File: config.mk
export PLATFORM = sky130hd
export DESIGN_NAME = mem_port_arbiter_flat
export DESIGN_NICKNAME = d
export VERILOG_FILES = /design/src/rtl/mem_port_arbiter_pkg.sv /design/src/rtl/mem_port_arbiter_if.sv /design/src/rtl/mem_port_arbiter_rr_picker.sv /design/src/rtl/mem_port_arbiter.sv /design/src/flat_wrapper.sv
export SDC_FILE = /design/constraint.sdc
export NUM_CORES = 1
export LEC_CHECK = 0
export ABC_AREA = 1
export BUFFER_PORTS_ARGS = -buffer_cell sky130_fd_sc_hd__buf_2
export CAP_MARGIN = 10
export CORE_AREA = 2 2 108 110
export CTS_CLUSTER_SIZE = 24
export DETAILED_ROUTE_END_ITERATION = 8
export DIE_AREA = 0 0 110 112
export PLACE_DENSITY = 0.81
export SLEW_MARGIN = 25
export SYNTH_ARGS = -nofsm -noshare
export SYNTH_HDL_FRONTEND = slang
export SYNTH_HIERARCHICAL = 1
export SYNTH_SLANG_ARGS = --single-unit
export TNS_END_PERCENT = 30
File: constraint.sdc
create_clock -name clk -period 2.5 [get_ports clk]
set_input_delay 0.375 -clock clk [delete_from_list [all_inputs] [get_ports clk]]
set_output_delay 0.375 -clock clk [all_outputs]
set_load 0.01 [all_outputs]
File: src/rtl/mem_port_arbiter_pkg.sv
// Shared types and defaults for the memory port arbiter and the core's memory control unit.
package mem_arb_pkg;

    localparam int DEF_XLEN    = 32;
    localparam int DEF_NPORTS  = 2;
    localparam int DEF_TIMEOUT = 64;
    // Same encoding width as dm_ctl in the core's memory control unit.
    localparam int MEM_CTLW    = 4;

    typedef enum logic [1:0] {
        IDLE = 2'd0,
        BUSY = 2'd1,
        RESP = 2'd2
    } arb_state_e;

    // Inputs are guaranteed below 2*n, so one subtraction wraps.
    function automatic int wrap_idx(input int idx, input int n);
        return (idx >= n) ? idx - n : idx;
    endfunction

endpackage

File: src/rtl/mem_port_arbiter_if.sv
// Requester-side and backing-memory-side signals of the arbiter, bundled for port connection.
interface mem_port_arbiter_if
    import mem_arb_pkg::*;
#(
    parameter int XLEN   = DEF_XLEN,
    parameter int NPORTS = DEF_NPORTS,
    parameter int CTLW   = MEM_CTLW
);
    logic [NPORTS-1:0]      req;
    logic [NPORTS*XLEN-1:0] addr;
    logic [NPORTS*XLEN-1:0] wdata;
    logic [NPORTS*CTLW-1:0] ctl;
    logic [NPORTS-1:0]      ack;
    logic [XLEN-1:0]        rdata;
    logic                   err;
    logic                   mem_req;
    logic [XLEN-1:0]        mem_addr;
    logic [XLEN-1:0]        mem_wdata;
    logic [CTLW-1:0]        mem_ctl;
    logic [XLEN-1:0]        mem_rdata;
    logic                   mem_ack;

    modport slave (
        input  req, addr, wdata, ctl, mem_rdata, mem_ack,
        output ack, rdata, err, mem_req, mem_addr, mem_wdata, mem_ctl
    );

    modport master (
        output req, addr, wdata, ctl, mem_rdata, mem_ack,
        input  ack, rdata, err, mem_req, mem_addr, mem_wdata, mem_ctl
    );

endinterface

File: src/rtl/mem_port_arbiter_rr_picker.sv
// Combinational round-robin pick: first requesting port after last_grant, wrapping.
// Zero latency; no flow control of its own.
module rr_picker
    import mem_arb_pkg::*;
#(
    parameter int  NPORTS = DEF_NPORTS,
    localparam int IDXW   = $clog2(NPORTS)
) (
    input  logic [NPORTS-1:0] req_i,
    input  logic [IDXW-1:0]   last_grant_i,
    output logic [IDXW-1:0]   grant_o,
    output logic              any_req_o
);
    logic [NPORTS-1:0] rot;

    always_comb begin
        rot = '0;
        for (int i = 0; i < NPORTS; i++) begin
            rot[i] = req_i[IDXW'(wrap_idx(int'(last_grant_i) + 1 + i, NPORTS))];
        end
    end

    // Descending scan so the lowest rotated position wins.
    always_comb begin
        grant_o = last_grant_i;
        for (int i = NPORTS - 1; i >= 0; i--) begin
            if (rot[i]) begin
                grant_o = IDXW'(wrap_idx(int'(last_grant_i) + 1 + i, NPORTS));
            end
        end
    end

    assign any_req_o = |req_i;

endmodule

File: src/rtl/mem_port_arbiter.sv
// Round-robin arbiter of NPORTS req/ack requesters onto one memory port with bounded wait.
// Best case ack two edges after req is sampled; requesters hold req until ack, memory holds until mem_ack or timeout.
module mem_port_arbiter
    import mem_arb_pkg::*;
#(
    parameter int XLEN    = DEF_XLEN,
    parameter int NPORTS  = DEF_NPORTS,
    parameter int CTLW    = MEM_CTLW,
    parameter int TIMEOUT = DEF_TIMEOUT
) (
    input logic               clk,
    input logic               rst,
    mem_port_arbiter_if.slave bus
);
    localparam int              IDXW      = $clog2(NPORTS);
    localparam int              CNTW      = $clog2(TIMEOUT);
    localparam logic [CNTW-1:0] LAST_WAIT = CNTW'(TIMEOUT - 1);
    localparam logic [IDXW-1:0] LAST_PORT = IDXW'(NPORTS - 1);

    arb_state_e        state_q, state_d;
    logic [IDXW-1:0]   last_grant_q, last_grant_d;
    logic [IDXW-1:0]   grant_q, grant_d;
    logic [NPORTS-1:0] ack_q, ack_d;
    logic              err_q, err_d;
    logic [XLEN-1:0]   rdata_q, rdata_d;
    logic              mem_req_q, mem_req_d;
    logic [XLEN-1:0]   mem_addr_q, mem_addr_d;
    logic [XLEN-1:0]   mem_wdata_q, mem_wdata_d;
    logic [CTLW-1:0]   mem_ctl_q, mem_ctl_d;
    logic [CNTW-1:0]   wait_cnt_q, wait_cnt_d;

    logic [IDXW-1:0]   pick;
    logic              any_req;
    logic [XLEN-1:0]   sel_addr, sel_wdata;
    logic [CTLW-1:0]   sel_ctl;

    rr_picker #(.NPORTS(NPORTS)) u_picker (
        .req_i        (bus.req),
        .last_grant_i (last_grant_q),
        .grant_o      (pick),
        .any_req_o    (any_req)
    );

    always_comb begin
        sel_addr  = '0;
        sel_wdata = '0;
        sel_ctl   = '0;
        for (int p = 0; p < NPORTS; p++) begin
            if (IDXW'(p) == pick) begin
                sel_addr  = bus.addr[p*XLEN +: XLEN];
                sel_wdata = bus.wdata[p*XLEN +: XLEN];
                sel_ctl   = bus.ctl[p*CTLW +: CTLW];
            end
        end
    end

    always_comb begin
        state_d      = state_q;
        last_grant_d = last_grant_q;
        grant_d      = grant_q;
        ack_d        = '0;
        err_d        = err_q;
        rdata_d      = rdata_q;
        mem_req_d    = mem_req_q;
        mem_addr_d   = mem_addr_q;
        mem_wdata_d  = mem_wdata_q;
        mem_ctl_d    = mem_ctl_q;
        wait_cnt_d   = wait_cnt_q;
        unique case (state_q)
            IDLE: begin
                if (any_req) begin
                    grant_d     = pick;
                    mem_addr_d  = sel_addr;
                    mem_wdata_d = sel_wdata;
                    mem_ctl_d   = sel_ctl;
                    mem_req_d   = 1'b1;
                    wait_cnt_d  = '0;
                    state_d     = BUSY;
                end
            end
            BUSY: begin
                if (bus.mem_ack) begin
                    rdata_d         = bus.mem_rdata;
                    err_d           = 1'b0;
                    mem_req_d       = 1'b0;
                    ack_d[grant_q]  = 1'b1;
                    state_d         = RESP;
                end else if (wait_cnt_q == LAST_WAIT) begin
                    rdata_d         = '0;
                    err_d           = 1'b1;
                    mem_req_d       = 1'b0;
                    ack_d[grant_q]  = 1'b1;
                    state_d         = RESP;
                end else if (wait_cnt_q != {CNTW{1'b1}}) begin
                    wait_cnt_d = wait_cnt_q + 1'b1;
                end
            end
            RESP: begin
                // err only accompanies the ack pulse; requesters may still hold req here.
                last_grant_d = grant_q;
                err_d        = 1'b0;
                state_d      = IDLE;
            end
            default: state_d = IDLE;
        endcase
    end

    always_ff @(posedge clk) begin
        if (rst) begin
            state_q      <= IDLE;
            last_grant_q <= LAST_PORT;
            grant_q      <= '0;
            ack_q        <= '0;
            err_q        <= 1'b0;
            rdata_q      <= '0;
            mem_req_q    <= 1'b0;
            mem_addr_q   <= '0;
            mem_wdata_q  <= '0;
            mem_ctl_q    <= '0;
            wait_cnt_q   <= '0;
        end else begin
            state_q      <= state_d;
            last_grant_q <= last_grant_d;
            grant_q      <= grant_d;
            ack_q        <= ack_d;
            err_q        <= err_d;
            rdata_q      <= rdata_d;
            mem_req_q    <= mem_req_d;
            mem_addr_q   <= mem_addr_d;
            mem_wdata_q  <= mem_wdata_d;
            mem_ctl_q    <= mem_ctl_d;
            wait_cnt_q   <= wait_cnt_d;
        end
    end

    assign bus.ack       = ack_q;
    assign bus.err       = err_q;
    assign bus.rdata     = rdata_q;
    assign bus.mem_req   = mem_req_q;
    assign bus.mem_addr  = mem_addr_q;
    assign bus.mem_wdata = mem_wdata_q;
    assign bus.mem_ctl   = mem_ctl_q;

endmodule

File: src/flat_wrapper.sv
// flat-port wrapper written by rule: the top's interface ports become plain ports
module mem_port_arbiter_flat import mem_arb_pkg::*;
#(
    parameter int XLEN    = DEF_XLEN,
    parameter int NPORTS  = DEF_NPORTS,
    parameter int CTLW    = MEM_CTLW,
    parameter int TIMEOUT = DEF_TIMEOUT
)
  (clk, rst, bus_req, bus_addr, bus_wdata, bus_ctl, bus_mem_rdata, bus_mem_ack, bus_ack, bus_rdata, bus_err, bus_mem_req, bus_mem_addr, bus_mem_wdata, bus_mem_ctl);
  mem_port_arbiter_if #(.XLEN(XLEN), .NPORTS(NPORTS), .CTLW(CTLW)) bus_i ();
  input logic clk;
  input logic rst;
  input wire logic [$bits(bus_i.req)-1:0] bus_req;
  input wire logic [$bits(bus_i.addr)-1:0] bus_addr;
  input wire logic [$bits(bus_i.wdata)-1:0] bus_wdata;
  input wire logic [$bits(bus_i.ctl)-1:0] bus_ctl;
  input wire logic [$bits(bus_i.mem_rdata)-1:0] bus_mem_rdata;
  input wire logic [$bits(bus_i.mem_ack)-1:0] bus_mem_ack;
  output wire logic [$bits(bus_i.ack)-1:0] bus_ack;
  output wire logic [$bits(bus_i.rdata)-1:0] bus_rdata;
  output wire logic [$bits(bus_i.err)-1:0] bus_err;
  output wire logic [$bits(bus_i.mem_req)-1:0] bus_mem_req;
  output wire logic [$bits(bus_i.mem_addr)-1:0] bus_mem_addr;
  output wire logic [$bits(bus_i.mem_wdata)-1:0] bus_mem_wdata;
  output wire logic [$bits(bus_i.mem_ctl)-1:0] bus_mem_ctl;
  assign bus_i.req = bus_req;
  assign bus_i.addr = bus_addr;
  assign bus_i.wdata = bus_wdata;
  assign bus_i.ctl = bus_ctl;
  assign bus_i.mem_rdata = bus_mem_rdata;
  assign bus_i.mem_ack = bus_mem_ack;
  assign bus_ack = bus_i.ack;
  assign bus_rdata = bus_i.rdata;
  assign bus_err = bus_i.err;
  assign bus_mem_req = bus_i.mem_req;
  assign bus_mem_addr = bus_i.mem_addr;
  assign bus_mem_wdata = bus_i.mem_wdata;
  assign bus_mem_ctl = bus_i.mem_ctl;
  mem_port_arbiter #(.XLEN(XLEN), .NPORTS(NPORTS), .CTLW(CTLW), .TIMEOUT(TIMEOUT)) u_core (.clk(clk), .rst(rst), .bus(bus_i));
endmodule
# == After elaboration in Yosys (flattened, before gate mapping) ==
# Cells that the tools add are included.
# classes
addsub,5
mul,0
div_mod_pow,0
n_lt_le_gt_ge,6
n_eq_ne,9
shifts,0
mux,33
bitwise_logic,1
reduce_logical,13
# ops
op,count
$mux W32,4
$mux W6,4
$mux W1,14
$pmux W6 S2,1
$mux W2,5
$reduce_and A2 Y1,4
$add A6 B1 Y6 const B,1
$eq A6 B6 Y1 const B,1
$lt A1 B3 Y1 const B,2
$ne A6 B6 Y1 const B,1
$reduce_bool A2 Y1,3
$reduce_and A5 Y1,1
$mux W4,1
$ne A2 B1 Y1 const B,2
$ne A2 B2 Y1 const B,2
$pmux W1 S2,2
$pmux W2 S2,1
$reduce_or A2 Y1,2
$add A2 B1 Y3 const B,1
$ge A3 B2 Y1 const B,1
$ne A3 B2 Y1 const B,1
$reduce_and A3 Y1,1
$add A1 B1 Y2 const B,1
$eq A2 B1 Y1 const B,1
other kinds (9),10
# word_totals
regBits,114
latchBits,0
ramBits,0
romBits,0
input_bits,173
out_inout_bits,104
wordCells,78
mem_count,0

# == Longest topological paths before layout ==
# depth
ltp_word,10
depth_mapped,9
mapped_depth_nobuf,9

# == Hierarchy ==
# The synthesis kept the hierarchy.
# modules_own_cells
module,instances,cells_per_inst,area_per_inst_um2,seq_area_each_um2
mem_port_arbiter,1,685,4913.5,2282.2
rr_picker,1,6,25.0,0.0

# == Least setup slack after synthesis ==
# No wires, ideal clock.
# synth_timing
path_type,register to register
startpoint,register u_core.wait_cnt_q[0]
endpoint,"register u_core.rdata_q[24], in the netlist u_core/bus.rdata[24]"
setup_time_ps,114
t_arrival_ps,1214
t_required_ps,2386
slack_ps,1172
path_stages_with_launch,8
n_path_buf,1
synth_period_minus_slack_ps,1328
cell_sequence,dfxtp_1 ha_1 nand2_1 nor2_4 a31oi_4 buf_4 nand3_1 nand2_1
# synth_between
elab_chain_cells,3
# synth_rtl
item,line,source
start: declaration,mem_port_arbiter.sv:30,"logic [CNTW-1:0] wait_cnt_q, wait_cnt_d;"
start signal: assignment,mem_port_arbiter.sv:132,wait_cnt_q <= wait_cnt_d;
$eq A6 B6 Y1,mem_port_arbiter.sv:88,end else if (wait_cnt_q == LAST_WAIT) begin
$reduce_bool A2 Y1 (no line),-,
$reduce_and A2 Y1 (no line),-,
end signal: assignment,mem_port_arbiter.sv:127,rdata_q <= rdata_d;
end: declaration,mem_port_arbiter.sv:25,"logic [XLEN-1:0] rdata_q, rdata_d;"
# No other way between the ends.
# A chain may end at the register's enable or synchronous reset.

# == Final worst setup path ==
# layout_timing
startpoint,register u_core.wait_cnt_q[0]
endpoint,"register u_core.rdata_q[16], in the netlist u_core/bus.rdata[16]"
# Same word-level chain as after synthesis.

==> results.py <==
metrics = {
    "pwr": {
        "peakVddDrop_mv": 0.383,
        "p_per_area_nw_per_um2": 803,
        "p_switching_w": 0.00143,
        "clockPowerShare_pct": 47.5,
        "seqPwrFrac_pct": 36.6,
        "switching_share_pct": 25.2,
        "p_leak_nw": 3.76,
        "combinationalPowerShare_pct": 15.8,
        "p_int_w": 0.00423,
    },
    "setup_path": {
        "r2r_start": "u_core/wait_cnt_q[0]",
        "reg2reg_to": "u_core/bus.rdata[16]",
        "cp.required_ns": 2.79,
        "end_kind": "flip-flop",
        "rrSetupSlack_ns": 0.87,
        "critPathMaxFanout": 32,
        "cp.arrival_ns": 1.92,
        "r2r_cells": 7,
        "cp-startpoint": "u_core/wait_cnt_q[0]",
        "worst_setup_path_start_kind": "flip-flop",
        "crit_path_end": "u_core/bus.rdata[16]",
        "criticalPathCategory": "reg -> reg",
    },
    "job": {
        "cap_violations": 0,
    },
    "global_route": {
        "grt_pass1_wl_um": 22300,
        "grt_pass1_vias": 5038,
        "antenna_found_initial": 3,
        "grt_max_degree": 82,
        "overflow": 0,
        "grt_usage_pct": 22.8,
    },
    "cts": {
        "cts_tree": "done",
        "cts-htree-levels": 4,
        "ctsHoldBuffers": 0,
        "numCtsBuffers": 17,
        "cts.sinks": 114,
        "post_cts_resized": 0,
        "clockRootBuffer": "clkbuf_16",
        "path_clk_slew_ns": 0.05,
        "clk_latency_ns": 0.40,
        "clock_path_buffers": 2,
        "postCtsSetupRepairBufs": 0,
    },
    "synth": {
        "synth.area.top_cells": "dfxtp_1 (46%), a21oi_1 (15%), nand3_1 (7.3%), inv_1 (6.2%), nor2_1 (6.2%)",
        "netlist_instances": 691,
        "synth-seq-cells": 114,
        "syn_avg_cell_area_um2": 7.15,
        "synth_area_um2": 4940,
        "yosysSeqAreaShare_pct": 46.2,
        "synth_top_area_cell": "dfxtp_1",
        "yosys.cell_types.count": 26,
        "yosysTopAreaCellShare_pct": 46.2,
        "synth_warnings": 6,
        "syn_nets": 865,
    },
    "place": {
        "gp_congestion": 0.865,
        "place_inst": 1068,
        "dp_hpwl_um": 10000,
        "placed_cell_area_um2": 6370,
        "io_buffers": 276,
    },
    "sta": {
        "rsz0062_at_grt": "false",
        "hold_viol": 0,
        "setup_viol": 0,
        "fmax_mhz": 612,
        "fin_tns_setup_ns": 0,
        "period_share_pct": 65.3,
        "worst_slew_pin_slew_ns": 0.675,
        "clock_skew_ns": 0.00606,
        "drv_slew": 0,
        "slew_headroom_pct": 55.0,
        "min_period_ns": 1.63,
    },
    "route": {
        "drt_iter0_drc": 318,
        "drtPass1Iterations": 5,
        "wire_per_inst_um": 12.9,
        "drc": 0,
        "postRouteAntennaNets": 0,
        "wirelength_um": 14200,
        "vias_per_cell": 4.93,
        "vias": 5434,
    },
    "hold_path": {
        "min_path_cells": 3,
        "hold_class": "in -> reg",
    },
    "finish": {
        "layout.nets": 1118,
        "fin_cells": 1103,
        "drive_above_1_share_pct": 34.5,
        "area_delta_synth_final_pct": 42.6,
        "layout.cells.most_common": "buf_2",
        "n_fill_cell": 992,
        "fin_area_um2": 7040,
        "most-common-layout-cells": "buf_2 (276), a21oi_1 (144), dfxtp_1 (114)",
    },
    "floorplan": {
        "ios": 277,
        "dieWidth_um": 110,
        "initial_core_util_pct": 44.2,
        "coreArea_um2": 11200,
        "fp-row-count": 39,
        "die_area_um2": 12300,
        "die_y_um": 112,
    },
    "status": {
        "outcome": "completed",
    },
}
-- stage by stage --
| stage | power, W | hold slack (ns) | setup WS (ns) | utilization [%] |
|---|---|---|---|---|
| 3_5_place_dp | 0.00300 | 0.421 | 0.798 | 57.0 |
| 4_1_cts | 0.00570 | 0.183 | 0.870 | 63.0 |
| 6_report | 0.00566 | 0.199 | 0.867 | 63.0 |
| 5_1_grt | 0.00590 | 0.200 | 0.736 | 63.0 |
| 3_3_place_gp | 0.00298 | 0.418 | 0.838 | 57.0 |
| 2_1_floorplan | 0.00262 | 0.410 | 1.17 | - |
-- layout make-up --
type	instances	area [um^2]	area share, %
sequential	114	2280	32.4
multi-input combinational	440	2110	29.9
timing repair buffer	286	1480	21.0
clock buffer	23	488	6.93
inverter	85	322	4.56
tap	143	179	2.54
clock inverter	9	175	2.49
antenna	3	7.51	0.107
-- power by group through the flow --
stage                     registers [W]  logic (W)  clock network [W]
after floorplan                 0.00218   0.000438                  0
after global placement          0.00210   0.000882                  0
after detailed placement        0.00210   0.000897                  0
after CTS                       0.00207   0.000899            0.00273
after global routing            0.00209    0.00101            0.00280
final                           0.00207   0.000895            0.00269
-- layer usage --
layer  wire [um]  vias to the layer above  track usage, %
li1            -                     2793               -
met1        5580                     2377            24.9
met2        6700                      219            38.4
met3        1370                       45            7.61
met4         552                        0            12.3
met5           0                        -               0
-- logic make-up (layout without fill, tap and decap cells) --
logic type,after synthesis,count (layout),share of synthesized area (%)
adders and majority gates,1,1,0.253
buffers and inverters,137,403,11.2
AOI/OAI and AO/OA,217,217,22.5
DFF,114,114,46.2
other,0,3,0
and+or+nand+nor,222,222,19.8
-- critical path, stage by stage, from the launching register on --
cell and delay [ns]:
dfxtp_1 0.42, ha_1 0.23, nand2_1 0.12, nor2_4 0.17
a31oi_4 0.12, buf_4 0.26, nand3_1 0.11, nand2_1 0.07
-- synth_stat cells --
library cell and count:
inv_2 4, buf_4 3, nor3_2 2, nor2_1 81
nand3b_1 2, or2_1 1, o21ai_1 23, nand3_1 72
a21oi_1 144, o21ai_0 46, o21bai_1 1, a31oi_4 1
o211ai_1 1, nand2_2 3, nand2_4 1, clkbuf_1 23
a211oi_1 1, dfxtp_1 114, nor3_1 1, nand4_1 1
inv_1 81, ha_1 1, buf_2 23, buf_1 3
nor2_4 2, nand2_1 56
-- worst min path at each step --
| stage | startpoint | endpoint | slack [ns] |
|---|---|---|---|
| after floorplan | u_core/grant_q | u_core/bus.ack[0] | 0.41 |
| after global placement | u_core/grant_q | u_core/bus.ack[0] | 0.42 |
| after detailed placement | u_core/grant_q | u_core/bus.ack[0] | 0.42 |
| after CTS | bus_mem_rdata[8] | u_core/bus.rdata[8] | 0.18 |
| after global routing | bus_mem_rdata[8] | u_core/bus.rdata[8] | 0.20 |
| final | bus_mem_rdata[8] | u_core/bus.rdata[8] | 0.20 |
-- flip-flops by register name, summed over array words and instances (netlist names) --
signal / cells
u_core/state_q: 2
u_core/grant_q: 1
u_core/bus.mem_wdata: 32
u_core/bus.mem_req: 1
u_core/last_grant_q: 1
u_core/bus.mem_addr: 32
u_core/bus.mem_ctl: 4
u_core/bus.rdata: 32
u_core/wait_cnt_q: 6
u_core/bus.err: 1
u_core/bus.ack: 2
(Power assumes the default switching activity.)
